[src/rtl/ssd_pkg.sv]
// Shared constants, scan state encoding and width helper for the seven-segment scan controller.
// Latency: none (declarations only).
// Backpressure: not applicable.
package ssd_pkg;

    localparam logic [7:0] SEG_BLANK = 8'hFF;
    localparam logic       AN_OFF    = 1'b1;

    typedef enum logic [1:0] {
        ST_IDLE  = 2'd0,
        ST_BLANK = 2'd1,
        ST_DRIVE = 2'd2
    } scan_state_t;

    // Counter width that never collapses to zero bits for tiny parameters.
    function automatic int clog2w(input int n);
        return (n <= 2) ? 1 : $clog2(n);
    endfunction

endpackage

[src/rtl/ssd_decoder.sv]
// BCD nibble to active-low {a..g,dp} segment pattern; non-decimal nibbles go dark, dp is left off.
// Latency: combinational.
// Backpressure: none.
module ssd_decoder
    import ssd_pkg::*;
(
    input  logic [3:0] bcd,
    output logic [7:0] seg
);

    always_comb begin
        seg = SEG_BLANK;
        case (bcd)
            4'd0:    seg = 8'h03;
            4'd1:    seg = 8'h9F;
            4'd2:    seg = 8'h25;
            4'd3:    seg = 8'h0D;
            4'd4:    seg = 8'h99;
            4'd5:    seg = 8'h49;
            4'd6:    seg = 8'h41;
            4'd7:    seg = 8'h1F;
            4'd8:    seg = 8'h01;
            4'd9:    seg = 8'h09;
            default: seg = SEG_BLANK;
        endcase
    end

endmodule

[src/rtl/ssd_scan_ctrl.sv]
// Multiplexed scan of an NDIG-digit common-anode display from a frame-synchronised shadow value.
// Latency: pins lag the scan decision by one clock; loads land at the next frame boundary (next cycle when disabled).
// Backpressure: none; a newer load simply overwrites the staged value and still earns one ack.
module ssd_scan_ctrl
    import ssd_pkg::*;
#(
    parameter int NDIG  = 4,
    parameter int DIV   = 50000,
    parameter int BLANK = 500
) (
    input  logic              clk,
    input  logic              rst_n,
    input  logic              en,
    input  logic              load,
    input  logic [4*NDIG-1:0] value_in,
    input  logic [NDIG-1:0]   dp_in,
    input  logic              lz_suppress,
    output logic              load_ack,
    output logic              frame_tick,
    output logic [NDIG-1:0]   an,
    output logic [7:0]        seg
);

    localparam int              CW         = clog2w(DIV);
    localparam int              IW         = clog2w(NDIG);
    localparam logic [CW-1:0]   CNT_LAST   = CW'(DIV - 1);
    localparam logic [CW-1:0]   CNT_BLANK  = CW'(BLANK);
    localparam logic [IW-1:0]   IDX_LAST   = IW'(NDIG - 1);
    localparam logic [NDIG-1:0] AN_ALL_OFF = {NDIG{AN_OFF}};
    localparam logic [NDIG-1:0] AN_ONE     = NDIG'(1);

    scan_state_t       state;
    logic [IW-1:0]     idx;
    logic [CW-1:0]     cnt;
    logic [CW-1:0]     cnt_nxt;
    logic [4*NDIG-1:0] shadow;
    logic [4*NDIG-1:0] staging;
    logic              pending;
    logic              frame_end;
    logic              apply;
    logic [3:0]        nib;
    logic [7:0]        dec;
    logic [NDIG-1:0]   zero_above;
    logic              lz_hit;
    logic [7:0]        seg_nxt;

    assign cnt_nxt   = (cnt == CNT_LAST) ? '0 : cnt + 1'b1;
    assign frame_end = (state != ST_IDLE) && en && (cnt == CNT_LAST) && (idx == IDX_LAST);
    // A disabled display has no frame to tear, so staged data is taken immediately.
    assign apply     = pending && (frame_end || !en);

    assign nib = shadow[{idx, 2'b00} +: 4];

    ssd_decoder u_dec (
        .bcd (nib),
        .seg (dec)
    );

    // zero_above[k]: nibble k and every more significant nibble are zero.
    always_comb begin
        logic acc;
        acc        = 1'b1;
        zero_above = '0;
        for (int k = NDIG - 1; k >= 0; k--) begin
            acc           = acc && (shadow[4*k +: 4] == 4'd0);
            zero_above[k] = acc;
        end
    end

    assign lz_hit  = lz_suppress && (idx != '0) && zero_above[idx];
    assign seg_nxt = {dec[7:1] | {7{lz_hit}}, dec[0] & ~dp_in[idx]};

    always_ff @(posedge clk or negedge rst_n) begin
        if (!rst_n) begin
            state      <= ST_IDLE;
            idx        <= '0;
            cnt        <= '0;
            shadow     <= '0;
            staging    <= '0;
            pending    <= 1'b0;
            load_ack   <= 1'b0;
            frame_tick <= 1'b0;
            an         <= AN_ALL_OFF;
            seg        <= SEG_BLANK;
        end else begin
            if (state == ST_DRIVE) begin
                an  <= ~(AN_ONE << idx);
                seg <= seg_nxt;
            end else begin
                an  <= AN_ALL_OFF;
                seg <= SEG_BLANK;
            end

            load_ack   <= apply;
            frame_tick <= frame_end;

            case (state)
                ST_IDLE: begin
                    idx <= '0;
                    cnt <= '0;
                    if (en) begin
                        state <= (BLANK == 0) ? ST_DRIVE : ST_BLANK;
                    end
                end
                default: begin
                    if (!en) begin
                        state <= ST_IDLE;
                        idx   <= '0;
                        cnt   <= '0;
                    end else begin
                        cnt   <= cnt_nxt;
                        state <= (cnt_nxt < CNT_BLANK) ? ST_BLANK : ST_DRIVE;
                        if (cnt == CNT_LAST) begin
                            idx <= (idx == IDX_LAST) ? '0 : idx + 1'b1;
                        end
                    end
                end
            endcase

            if (apply) begin
                shadow <= staging;
            end
            // A load coinciding with apply refills staging and stays pending for the next boundary.
            if (load) begin
                staging <= value_in;
            end
            pending <= load || (pending && !apply);
        end
    end

endmodule

[config.mk]
export PLATFORM = sky130hd
export DESIGN_NAME = ssd_scan_ctrl
export DESIGN_NICKNAME = d
export VERILOG_FILES = /design/src/rtl/ssd_pkg.sv /design/src/rtl/ssd_decoder.sv /design/src/rtl/ssd_scan_ctrl.sv
export SDC_FILE = /design/constraint.sdc
export NUM_CORES = 1
export LEC_CHECK = 0
export BUFFER_PORTS_ARGS = -buffer_cell sky130_fd_sc_hd__clkbuf_2
export CAP_MARGIN = 25
export CORE_AREA = 4 4 80 139
export CTS_BUF_LIST = sky130_fd_sc_hd__clkbuf_2 sky130_fd_sc_hd__clkbuf_4 sky130_fd_sc_hd__clkbuf_8
export DETAILED_ROUTE_END_ITERATION = 16
export DIE_AREA = 0 0 84 143
export GPL_ROUTABILITY_DRIVEN = 0
export PLACE_DENSITY_LB_ADDON = 0.1
export RECOVER_POWER = 25
export SYNTH_ARGS = -nofsm -noshare
export SYNTH_HDL_FRONTEND = slang
export SYNTH_SLANG_ARGS = --single-unit
[constraint.sdc]
create_clock -name clk -period 5 [get_ports clk]
set_input_delay 0.25 -clock clk [delete_from_list [all_inputs] [get_ports clk]]
set_output_delay 0.25 -clock clk [all_outputs]
set_load 0.02 [all_outputs]
==> impl.org <==
** Synthesis
- Primary flip-flop cell chosen by synthesis mapping :: sky130_fd_sc_hd__dfrtp_1
- Fraction of the yosys area taken by sequential cells :: 0.492
- Most common cell in the netlist :: sky130_fd_sc_hd__dfrtp_1
- The synthesized design contains between 60 and 70 register bits.
- For this run, asynchronously set or reset flops after synthesis account for 1.00.
- After technology mapping, the gate count stands at ~290.
- In this run, synthesis inferred 0 flip-flops with an integrated enable.
- Counting every net in the synthesized netlist gives about 330.
- Yosys attributes the largest share of cell area to sky130_fd_sc_hd__dfrtp_1 (40%), sky130_fd_sc_hd__dfstp_2 (9.2%), sky130_fd_sc_hd__mux2_2 (7.5%).
- The average instance in the mapped netlist occupies about 12 µm².
- During synthesis, Yosys emitted a total of 0 warnings.
- Of the post-synthesis cell area, the dominant cell type holds 0.400.
- After synthesis the cells add up to about 3400 µm².
- Number of different library cells in the post-synthesis netlist :: a little under 60
- The largest total area in the synthesized netlist belongs to sky130_fd_sc_hd__dfrtp_1.
- Top cell types by occurrence after synthesis :: sky130_fd_sc_hd__dfrtp_1 (55), sky130_fd_sc_hd__nor2_1 (29), sky130_fd_sc_hd__mux2_2 (23), sky130_fd_sc_hd__nand2_1 (17), sky130_fd_sc_hd__dfstp_2 (12)

** Route
- Via density :: about 5.0
- Number of design-rule violations left by the first detailed-router iteration :: slightly below 70
- The count of nets left with antenna violations once routing finished came out at 0.
- Final wirelength :: 7670 µm
- Dividing the detail-routed wire length by the instance count gives 16.8 µm.
- Across all layers, the routed design uses about 2.3k vias.
- For this run, the detailed router's first-pass iteration total came to 4.
- Post-route DRC violation count :: 0

** Timing
- Worst slew margin relative to its limit :: 0.371
- Hold Vio Cnt, Final :: 0
- Final period utilization :: 0.459
- Slack of the critical path :: 2.70 ns
- Setup repair after global routing left no endpoint under its margin.
- The count of pins over their slew limit was 0.
- Worst Max-Slew Pin Slew :: 0.943 ns
- Final critical delay including setup and external delays :: roughly 2.3 ns
- Timing-limited maximum frequency :: roughly 440 MHz
- Between clock sinks in the finished design, the worst skew comes to roughly 0.012 ns.
- For the final routed database, the setup TNS stands at 0 ns.
- Setup violations, final :: 0

** Clocking
- Number of gates given a new drive strength after cts :: 0
- For the worst-skew pair, the clock arrives at the later sink with an insertion delay of 0.35 ns.
- Cell at the root of the clock tree :: sky130_fd_sc_hd__clkbuf_8
- After clock tree synthesis, the clock-pin slew on the worst setup and hold paths is 0.08 ns.
- Hold repair after CTS inserted 0 buffers.
- Total clock buffers created by CTS :: 9
- CTS H-Tree Depth :: 3
- For this design, the sink count on the clock tree is between 60 and 70.
- TritonCTS built the clock tree.
- Post-CTS setup buffers :: 0
- In this run the deepest clock path goes through 2 buffers.

** Pwr
- Dividing total power by cell area gives a power density of about 300 nW/µm².
- Static leakage :: 1.61 nW
- VDD sags by at most about 0.00012 V.

** Floorplan
- Starting density of the core :: 0.342
- Number of rows created at floorplan :: 49
- From bottom edge to top edge, the die measures ~140 µm.
- Area of the core region :: approximately 10,000 µm²
- The die covers approximately 12,000 µm².
- The floorplan step set the die width to around 84 µm.
- Number of top-level pins :: 39

** Cells and area
- Compared with the post-synthesis result, the final layout area differs by 12.8%.
- At the end of the flow the core is filled with cells to 0.386.
- Final design area excluding fillers :: between 3000 and 4000 µm²
- Total inserted antenna cells :: 0
- Fraction of layout instances using a drive strength above 1 :: 0.347
- The net count of the finished layout is roughly 360.
- After filler insertion, the fill cell instance count of the layout stands at 1,022.

** Worst hold path
- The path class of the tightest hold or removal check is in -> async.

** Critical path
- Depth of the worst register-to-register path :: 6
- Setup slack of the most critical reg-to-reg path :: 2.70 ns
- Origin of the worst setup path :: cnt[0]$_DFF_PN0_
- At the worst endpoint, the required time is between 5 and 6 ns.
- R2r endpoint :: shadow[7]$_DFFE_PN0P_
- Along the worst path, the maximum fanout reaches 17.
- Critical register-to-register path startpoint :: cnt[0]$_DFF_PN0_
- The worst setup path is launched from a flip-flop.
- STA classifies the critical path endpoint as a flip-flop.
- Type of the setup path with the least slack :: reg -> reg
- Arrival time at the worst endpoint :: roughly 2.5 ns

** Global route
- The first global-routing pass estimated 12,400 µm of wire.
- The via count of the first global-routing pass came to 2,416.
- The initial antenna violation count came to 0.
- For this run, the total global-route usage over all layers was measured as 0.136.
- Entering global routing, the biggest net connects 68 pins.
- Global routing finished with a remaining overflow of 0.

** Placed design
- The HPWL after detailed placement is 5750 µm.
- Placed cell area :: approximately 3700 µm²
- At the placement stage, the worst setup path has a slack of ~2.7 ns.
- During placement, the flow inserted port buffers numbering 38.

** Run status
- The flow ran to the end, and the final reports show no timing, DRC or antenna violations.

** Flow run
- Max-cap violations in this run came to 0.
## worst max path at each step
| stage | slack (ns) | cells after the start | endpoint |
|---|---|---|---|
| floorplan | 2.89 | 9 | shadow[10]$_DFFE_PN0P_ |
| global route | 2.55 | 6 | shadow[7]$_DFFE_PN0P_ |
| global placement | 2.79 | 6 | shadow[7]$_DFFE_PN0P_ |
| CTS | 2.68 | 6 | shadow[7]$_DFFE_PN0P_ |
| finish | 2.70 | 6 | shadow[7]$_DFFE_PN0P_ |
| detailed placement | 2.71 | 6 | shadow[7]$_DFFE_PN0P_ |
## cell usage in the layout (no fill, tap or decap), types with 6 or more instances in the layout
| cell type | synthesis | final |
|---|---|---|
| sky130_fd_sc_hd__nand3_1 | 8 | 8 |
| sky130_fd_sc_hd__clkbuf_2 | 0 | 36 |
| sky130_fd_sc_hd__xnor2_1 | 7 | 7 |
| sky130_fd_sc_hd__ha_1 | 11 | 11 |
| sky130_fd_sc_hd__nor2_1 | 29 | 29 |
| sky130_fd_sc_hd__dfstp_2 | 12 | 12 |
| sky130_fd_sc_hd__nand2_1 | 17 | 17 |
| sky130_fd_sc_hd__a21oi_1 | 9 | 9 |
| sky130_fd_sc_hd__dfrtp_1 | 55 | 55 |
| sky130_fd_sc_hd__inv_1 | 8 | 8 |
| sky130_fd_sc_hd__mux2_2 | 23 | 23 |
| sky130_fd_sc_hd__o21ai_0 | 11 | 11 |
| sky130_fd_sc_hd__clkbuf_8 | 0 | 10 |
| sky130_fd_sc_hd__mux2_4 | 9 | 9 |
| sky130_fd_sc_hd__mux2i_1 | 6 | 6 |
## area by class of cell
class	count	area (µm²)	area share
Multi-Input combinational cell	200	1610	0.415
Timing Repair Buffer	40	204	0.0526
Sequential cell	67	1690	0.436
Clock inverter	6	47.5	0.0123
Inverter	8	30.0	0.00774
Clock buffer	10	138	0.0355
Tap cell	127	159	0.0410
## critical path: stages, from the launching register on
cell	delay, ns
sky130_fd_sc_hd__dfrtp_1	0.43
sky130_fd_sc_hd__ha_1	0.37
sky130_fd_sc_hd__nand3_1	0.19
sky130_fd_sc_hd__and4b_1	0.46
sky130_fd_sc_hd__a31o_4	0.22
sky130_fd_sc_hd__nand2_4	0.17
sky130_fd_sc_hd__mux2_4	0.35
## registers in the layout (all words and copies together), names as in the netlist
register and flops:
state 2, frame_tick 1, seg 8, staging 16
cnt 16, shadow 16, idx 2, an 4
load_ack 1, pending 1
## cells by family (layout without fill, tap and decap cells)
| kind of cell | after synthesis | after routing | share of synthesized area |
|---|---|---|---|
| fa+ha+maj | 11 | 11 | 0.0400 |
| xor+xnor | 11 | 11 | 0.0280 |
| mux | 43 | 43 | 0.165 |
| compound gates | 35 | 35 | 0.0681 |
| simple gates | 100 | 100 | 0.167 |
| buf+inv | 25 | 64 | 0.0397 |
| flops | 67 | 67 | 0.492 |
## metal layers
metal	GRT usage	vias to the layer above	share of wire
met5	0	-	0
met4	0.0720	0	0.028
met3	0.0323	16	0.030
met2	0.266	42	0.59
met1	0.129	1122	0.35
li1	-	1106	-
## power by group
group	internal, mW	switching [mW]
Clock	0.197	0.227
Combinational	0.0794	0.0688
Sequential	0.583	0.0337
Total	0.859	0.330
## metrics by stage
stage	cells	total power [mW]	hold slack, ns
after CTS	458	1.21	0.100
after detailed placement	442	0.779	0.486
after floorplan	292	0.727	-0.0456
final	458	1.19	0.0891
after global routing	458	1.26	0.102
after global placement	442	0.775	0.483
(Power assumes the default switching activity.)
